===== config.mk =====
export PLATFORM = sky130hd
export DESIGN_NAME = mouse_tracker
export DESIGN_NICKNAME = d
export VERILOG_FILES = /design/src/rtl/mouse_pkg.sv /design/src/rtl/button_debouncer.sv /design/src/rtl/mouse_tracker.sv
export SDC_FILE = /design/constraint.sdc
export NUM_CORES = 1
export LEC_CHECK = 0
export CAP_MARGIN = 20
export CORE_UTILIZATION = 49
export CTS_CLUSTER_DIAMETER = 80
export DETAILED_ROUTE_END_ITERATION = 12
export PLACE_DENSITY = 0.79
export SETUP_SLACK_MARGIN = 0.3
export SKIP_LAST_GASP = 1
export SLEW_MARGIN = 0
export SYNTH_ARGS = -nofsm -noshare
export SYNTH_HDL_FRONTEND = slang
export SYNTH_SLANG_ARGS = --single-unit

===== constraint.sdc =====
create_clock -name clock -period 3.85 [get_ports clock]
set_input_delay 0.5775 -clock clock [delete_from_list [all_inputs] [get_ports clock]]
set_output_delay 0.5775 -clock clock [all_outputs]
set_load 0.01 [all_outputs]

===== src/rtl/mouse_pkg.sv =====
// Shared types and default widths for the mouse tracker stage.
package mouse_pkg;

  localparam int DEFAULT_WIDTH          = 16;
  localparam int DEFAULT_DELTA_WIDTH    = 9;
  localparam int DEFAULT_DEBOUNCE_COUNT = 3;

  typedef enum logic [1:0] {
    RELEASED        = 2'd0,
    PRESS_PENDING   = 2'd1,
    PRESSED         = 2'd2,
    RELEASE_PENDING = 2'd3
  } deb_state_t;

endpackage


===== src/rtl/button_debouncer.sv =====
// Button debouncer: a level change is accepted only after DEBOUNCE_COUNT
// consecutive agreeing samples; advances only on cycles where step is high.
module button_debouncer
  import mouse_pkg::*;
#(
  parameter int DEBOUNCE_COUNT = DEFAULT_DEBOUNCE_COUNT
) (
  input  logic clock,
  input  logic reset,
  input  logic step,
  input  logic btn,
  output logic pressed_
);

  localparam int CW = (DEBOUNCE_COUNT < 2) ? 1 : $clog2(DEBOUNCE_COUNT + 1);
  localparam logic [CW-1:0] TARGET = CW'(DEBOUNCE_COUNT);

  deb_state_t    r_state, w_state_next;
  logic [CW-1:0] r_count, w_count_next;
  logic          r_pressed_n, w_pressed_n;

  always_ff @(posedge clock) begin
    if (reset) begin
      r_state     <= RELEASED;
      r_count     <= '0;
      r_pressed_n <= 1'b1;
    end else begin
      r_state     <= w_state_next;
      r_count     <= w_count_next;
      r_pressed_n <= w_pressed_n;
    end
  end

  always_comb begin
    w_state_next = r_state;
    w_count_next = r_count;
    if (step) begin
      case (r_state)
        RELEASED: if (btn) begin
          w_state_next = (DEBOUNCE_COUNT == 1) ? PRESSED : PRESS_PENDING;
          w_count_next = (DEBOUNCE_COUNT == 1) ? '0 : CW'(1);
        end
        PRESS_PENDING: begin
          if (!btn) begin
            w_state_next = RELEASED;
            w_count_next = '0;
          end else if (r_count + CW'(1) == TARGET) begin
            w_state_next = PRESSED;
            w_count_next = '0;
          end else begin
            w_count_next = r_count + CW'(1);
          end
        end
        PRESSED: if (!btn) begin
          w_state_next = (DEBOUNCE_COUNT == 1) ? RELEASED : RELEASE_PENDING;
          w_count_next = (DEBOUNCE_COUNT == 1) ? '0 : CW'(1);
        end
        RELEASE_PENDING: begin
          if (btn) begin
            w_state_next = PRESSED;
            w_count_next = '0;
          end else if (r_count + CW'(1) == TARGET) begin
            w_state_next = RELEASED;
            w_count_next = '0;
          end else begin
            w_count_next = r_count + CW'(1);
          end
        end
        default: begin
          w_state_next = RELEASED;
          w_count_next = '0;
        end
      endcase
    end
  end

  // Output is registered from the next state so it lines up with mouse_x.
  always_comb begin
    w_pressed_n = 1'b1;
    if (w_state_next == PRESSED || w_state_next == RELEASE_PENDING)
      w_pressed_n = 1'b0;
  end

  assign pressed_ = r_pressed_n;

endmodule


===== src/rtl/mouse_tracker.sv =====
// Mouse tracker: one-deep packet register on a valid/ready input, saturating
// absolute X accumulator with a change pulse, and a debounced button.
module mouse_tracker
  import mouse_pkg::*;
#(
  parameter int                WIDTH          = DEFAULT_WIDTH,
  parameter int                DELTA_WIDTH    = DEFAULT_DELTA_WIDTH,
  parameter int                DEBOUNCE_COUNT = DEFAULT_DEBOUNCE_COUNT,
  parameter logic [WIDTH-1:0]  X_MAX          = '1,
  parameter logic [WIDTH-1:0]  X_RESET        = '0
) (
  input  logic                   clock,
  input  logic                   reset,
  input  logic                   in_valid,
  output logic                   in_ready,
  input  logic                   in_button,
  input  logic [DELTA_WIDTH-1:0] in_dx,
  output logic                   mouse_pressed_,
  output logic [WIDTH-1:0]       mouse_x,
  output logic                   moved
);

  localparam logic signed [WIDTH+1:0] X_MAX_S = {2'b00, X_MAX};

  logic                    r_pkt_full;
  logic                    r_pkt_button;
  logic [DELTA_WIDTH-1:0]  r_pkt_dx;
  logic [WIDTH-1:0]        r_mouse_x;
  logic                    r_moved;

  logic [WIDTH+1:0]        w_dx_ext;
  logic signed [WIDTH+1:0] w_sum;
  logic [WIDTH-1:0]        w_x_next;

  assign in_ready = ~reset & ~r_pkt_full;

  // Two guard bits keep both underflow and overflow visible before clamping.
  assign w_dx_ext = {{(WIDTH + 2 - DELTA_WIDTH){r_pkt_dx[DELTA_WIDTH-1]}}, r_pkt_dx};
  assign w_sum    = $signed({2'b00, r_mouse_x}) + $signed(w_dx_ext);

  always_comb begin
    w_x_next = w_sum[WIDTH-1:0];
    if (w_sum < 0)
      w_x_next = '0;
    else if (w_sum > X_MAX_S)
      w_x_next = X_MAX;
  end

  always_ff @(posedge clock) begin
    if (reset) begin
      r_pkt_full <= 1'b0;
      r_mouse_x  <= X_RESET;
      r_moved    <= 1'b0;
    end else begin
      r_moved <= 1'b0;
      if (r_pkt_full) begin
        r_pkt_full <= 1'b0;
        r_mouse_x  <= w_x_next;
        r_moved    <= (w_x_next != r_mouse_x);
      end else if (in_valid && in_ready) begin
        r_pkt_full <= 1'b1;
      end
    end
  end

  always_ff @(posedge clock) begin
    if (in_valid && in_ready) begin
      r_pkt_button <= in_button;
      r_pkt_dx     <= in_dx;
    end
  end

  button_debouncer #(
    .DEBOUNCE_COUNT(DEBOUNCE_COUNT)
  ) u_debouncer (
    .clock    (clock),
    .reset    (reset),
    .step     (r_pkt_full),
    .btn      (r_pkt_button),
    .pressed_ (mouse_pressed_)
  );

  assign mouse_x = r_mouse_x;
  assign moved   = r_moved;

endmodule


==> results of run 1 <==
==> worst max-delay path: cells and delay by family (launching register included) <==
family	cells	cell delay [ns]
xor gates and xnor gates	1	0.14
buffers and inverters	1	0.07
DFF	1	0.46
AOI/OAI and AO/OA	5	0.98
adders and majority gates	2	0.69
and+or+nand+nor	3	0.92
==> timing repair <==
action | 4_1_cts | 5_1_grt
endpoints found under the setup margin | 0 | 1
resized for setup | 0 | 5
hold buffers | 0 | 0
==> area by class of cell <==
cell class,count,share of cell area [%]
Timing Repair Buffer,34,10.4
Tap cell,70,2.75
Multi-Input combinational cell,256,58.6
Inverter,10,1.18
Sequential cell,33,23.8
Clock inverter,1,0.157
Clock buffer,7,3.02
==> cell usage after synthesis (all sizes together), types with 6 or more instances <==
master	n	area, sq um
nand3	7	45.0
edfxtp	10	300
inv	10	37.5
nor2	25	98.8
mux2i	9	90.1
xnor2	12	105
o21ai	22	133
a21o	6	46.3
o211ai	6	55.1
a21oi	26	134
xor2	7	61.3
a211oi	6	57.6
ha	17	213
and2	6	37.5
nor2b	6	45.0
nand2	25	101
buf	10	55.1
dfxtp	23	460
==> how the worst min path moves through the flow <==
stage / depth (start not counted) / end / startpoint / slack (ns)
floorplan: 2 / u_debouncer.r_state[0] / u_debouncer.r_state[0] / 0.49
global placement: 2 / mouse_x[3] / mouse_x[3] / 0.51
detailed placement: 2 / u_debouncer.r_state[0] / u_debouncer.r_state[0] / 0.53
CTS: 2 / u_debouncer.r_state[0] / u_debouncer.r_state[0] / 0.54
global route: 2 / mouse_x[6] / mouse_x[6] / 0.57
finish: 2 / u_debouncer.r_state[0] / u_debouncer.r_state[0] / 0.54
==> state kept, by name, indices dropped and copies added, names as in the netlist <==
signal	flops
u_debouncer.pressed_	1
r_pkt_button	1
u_debouncer.r_state	2
r_pkt_dx	9
u_debouncer.r_count	2
r_pkt_full	1
moved	1
mouse_x	16
==> per-layer routing <==
metal  global-route usage (%)  up-vias
met5                        0        -
met4                     6.73        0
met2                     42.7       75
met3                     3.83       14
li1                         -     1233
met1                     32.0     1202
==> through the flow <==
stage	area [sq um]	power, mW	std cells	hold slack, ns
global placement	3060	0.603	403	0.514
global route	3190	0.941	411	0.571
detailed placement	3060	0.607	403	0.531
CTS	3160	0.902	411	0.540
floorplan	2710	0.541	312	0.494
finish	3190	0.902	411	0.543
==> cell families (layout without fill, tap and decap cells) <==
group                      after synthesis  count (layout)  share of synthesized area [%]
buffers and inverters                   23              52                           3.83
xor gates and xnor gates                19              19                           6.14
muxes                                    9               9                           3.33
AOI/OAI and AO/OA                      104             104                           28.4
DFF                                     33              33                           28.1
and+or+nand+nor                        106             106                           21.7
adders and majority gates               18              18                           8.59
==> power by group through the flow <==
stage | sequential, mW | combinational (mW) | clock, mW
after CTS | 0.389 | 0.211 | 0.302
after global placement | 0.397 | 0.206 | 0
final | 0.389 | 0.216 | 0.297
after detailed placement | 0.397 | 0.210 | 0
after global routing | 0.391 | 0.234 | 0.316
after floorplan | 0.393 | 0.149 | 0
==> qor.csv, run 1 <==
metric;value;unit
synth.avg_cell_area;8.68;sq um
hpwl;5410;microns
reg2reg_slack;0.47;ns
p_int;0.630;mW
fin_util;61.3;%
seq_area;761;sq um
place_ws;0.374;ns
grt_overflow;0;
synthArstFlopShare;0;%
place_congestion;0.973;
cpPeakStageDelay;0.46;ns
vias_per_cell;6.14;
max_freq;296;MHz
period_needed;3.38;ns
syn-num-nets;343;
start_util;52.0;%
die_area;0.00583;sq mm
synth_cell_types;73;
crit_required;4.01;ns
routed_wl;7100;microns
nets;371;
topRoutingLayerUsed;met4;
htree_levels;2;
worstSetupPathType;reg -> reg;
antenna_found_initial;0;
finalSetupViolCount;0;
port_buffers;31;
drv_cap;0;
drtIter0Drc;176;
num_rows;26;
crit_arrival;3.53;ns
final-hold-violation-count;0;
antenna_cells;0;
netlist_area;0.00271;sq mm
synth-main-ff-cell;dfxtp_1;
power_switching;0.272;mW
path_clk_slew;0.07;ns
postCtsSetupBuffers;0;
first_pass_iters;5;
cp-endpoint;moved;
grt_max_degree;19;
root_buffer;clkbuf_8;
finClkSkew;0.00645;ns
leakagePower;1.23;nW
powerDensity;283;mW/mm^2
final_cell_mix;31 x clkdlybuf4s50_1, 25 x a21oi_1, 23 x nor2_1, 23 x nand2_1, 23 x dfxtp_1;
slew_violations;0;
drtAntennaViolNets;0;
drive_above_1_share;11.1;%
synth_edf_count;10;
multiInputGateArea;0.00187;sq mm
drc;0;
ys_warn_count;0;
ios;32;
startpoint;mouse_x[0];
power_frac_seq;43.2;%
grt_pass1_wl;11300;microns
cts_sinks;33;
cts_buffers;5;
rr_worst_depth;12;
worstReg2RegStart;mouse_x[0];
cts_tree;yes;
p_sw_share;30.2;%
final_common_cell;clkdlybuf4s50_1;
ys_ff_latch;33;
fp.dieW;76.4;microns
wirelength_met1;3290;microns
areaGrowthSynthToFinish;17.8;%
synth_cells;312;
wl_met2;3390;microns
synth-seq-area-share;28.1;%
post-route-period-util;87.7;%
worst_setup_path_end_kind;register;
wl_met3;333;microns
start_kind;register;
p_comb_share;23.9;%
core_area;0.00520;sq mm
r2r-end;moved;
crit_path_cell_trace;ha_1 -> inv_1 -> fa_1 -> nor2b_4 -> o31a_2 -> o21ai_2 -> a31o_2 -> or3_4 -> a31oi_2 -> xor2_1 -> nor4_1 -> a31oi_1;
worst_path_max_delay_cell;dfxtp_1;
outcome;completed;
grt_usage;24.8;%
worst_pin_slew;0.655;ns
fin_ws;0.475;ns
die_h;76.4;microns
clock_path_buffers;2;
vias;2524;
wl_per_cell;17.3;microns
fillers;476;
tns;0;ns
min_path_type;reg -> reg;
p_clk_share;32.9;%
crit_path_max_fanout;12;
ir_drop;0.207;mV
grt_pass1_vias;2356;
max_slew_margin;56.3;%
insertion_delay;0.29;ns
rsz0062_at_grt;no;
Power figures use the tool's default switching activity.
==> run 2: changes to the inputs <==
Settings changed: CAP_MARGIN 20 to not set.
==> results of run 2 <==
The final DEF is identical to that of run 1; final timing and power are the same.
==> run 3: changes to the inputs <==
Settings changed: PLACE_DENSITY 0.79 to 0.71.
==> qor.csv, run 3 (synthesized netlist as in run 1, its figures left out) <==
metric;value;unit
outcome;completed;
start_util;52.0;%
crit_path_max_fanout;8;
ir_drop;0.242;mV
drtIter0Drc;207;
power.total;0.879;mW
port_buffers;31;
min_from;u_debouncer.r_state[0];
vias_per_cell;6.08;
root_buffer;clkbuf_8;
areaGrowthSynthToFinish;17.5;%
grt_usage;26.3;%
antenna_cells;0;
first_pass_iters;5;
finalSetupViolCount;0;
cts_sinks;33;
grt_pass1_wl;11800;microns
place_congestion;0.943;
fillers;481;
crit_path_cell_trace;ha_1 -> and4_1 -> and2_1 -> a221o_2 -> a21oi_1 -> xnor2_1 -> mux2i_1 -> o32a_1 -> a2111oi_2 -> a31oi_1;
htree_levels;2;
final_cell_mix;31 x clkdlybuf4s50_1, 25 x a21oi_1, 23 x nor2_1, 23 x nand2_1, 23 x dfxtp_1;
die_area;0.00583;sq mm
fp.dieW;76.4;microns
tns;0;ns
crit_required;4.01;ns
wl_per_cell;17.5;microns
ctsHoldBuffers;0;
final_common_cell;clkdlybuf4s50_1;
worst_pin_slew;0.521;ns
instances_no_fill;413;
core_area;0.00520;sq mm
worstReg2RegStart;r_pkt_dx[8];
crit_arrival;3.50;ns
p_comb_share;25.1;%
cp_num_buf_inv;0;
drv_cap;0;
reg2reg_slack;0.51;ns
final-hold-violation-count;0;
startpoint;r_pkt_dx[8];
cts_tree;yes;
path_delay_family;compound AO/OA/AOI/OAI gates;
slew_violations;0;
finClkSkew;0.00315;ns
routed_wl;7230;microns
p_sw_share;30.1;%
cpPeakStageDelay;0.53;ns
clock_path_buffers;2;
period_needed;3.34;ns
drive_above_1_share;10.8;%
nets;373;
placed_cells;405;
ios;32;
rsz0062_at_grt;no;
worst_setup_path_end_kind;register;
max_slew_margin;65.0;%
antenna_found_initial;0;
fin_util;61.1;%
multiInputGateArea;0.00186;sq mm
p_clk_share;30.8;%
max_freq;300;MHz
drc;0;
seq_area;761;sq um
hpwl;5540;microns
worstSetupPathType;reg -> reg;
p_int;0.615;mW
power_switching;0.264;mW
die_h;76.4;microns
vias;2513;
powerDensity;276;mW/mm^2
start_kind;register;
min_path_type;reg -> reg;
grt_overflow;0;
largest_reg_flops;16;
worst_path_max_delay_cell;edfxtp_1;
grt_max_degree;19;
grt_pass1_vias;2294;
path_clk_slew;0.07;ns
insertion_delay;0.28;ns
num_rows;26;
power_frac_seq;44.0;%
post-route-period-util;86.7;%
drtAntennaViolNets;0;
cts_buffers;5;
leakagePower;1.23;nW
-- run 3: cell count changes in the layout (fill, tap and decap cells not counted), sizes merged --
cell,change
buf,+2
clkinv,-1
clkbuf,+1
-- run 3: layout make-up --
| class | instances | share of cell area, % |
|---|---|---|
| inverters | 10 | 1.18 |
| well taps | 70 | 2.75 |
| clock buffers | 8 | 2.83 |
| multi-input cells | 256 | 58.4 |
| flip-flops and latches | 33 | 23.9 |
| repair buffers | 36 | 10.9 |
-- run 3: timing repair --
action,4_1_cts,5_1_grt
setup endpoints to repair,0,1
resized for setup,0,4
buffers inserted,0,0
-- run 3: worst paths after layout --
check                                 to  cells past startpoint
setup / recovery                   moved                     10
hold / removal    u_debouncer.r_state[0]                      2
setup reg to reg                   moved                     10
hold reg to reg   u_debouncer.r_state[0]                      2
-- run 3: worst reg2reg max path, stage by stage (launching register included) --
cell and delay (ns):
edfxtp_1 0.53, ha_1 0.44, and4_1 0.30, and2_1 0.17, a221o_2 0.35, a21oi_1 0.17
xnor2_1 0.28, mux2i_1 0.17, o32a_1 0.33, a2111oi_2 0.35, a31oi_1 0.11
-- run 3: power groups by stage --
stage          clock network, mW  registers [mW]  logic (mW)
2_1_floorplan                  0           0.393       0.149
3_3_place_gp                   0           0.394       0.216
3_5_place_dp                   0           0.395       0.216
4_1_cts                    0.279           0.387       0.218
5_1_grt                    0.298           0.389       0.240
6_report                   0.271           0.387       0.221
-- run 3: metrics by stage --
stage          cell area (sq um)  setup WS (ns)  hold WS, ns
3_3_place_gp                3080          0.566        0.519
6_report                    3180          0.513        0.528
3_5_place_dp                3080          0.526        0.525
5_1_grt                     3180          0.322        0.562
2_1_floorplan               2710          0.817        0.494
4_1_cts                     3170          0.508        0.537
-- run 3: routing by layer --
layer	part of all wire [%]	track usage, %	vias up
met1	47	35.5	1185
met4	2.4	9.23	0
met3	5.2	6.35	14
met5	0	0	-
li1	-	-	1232
met2	45	40.9	82
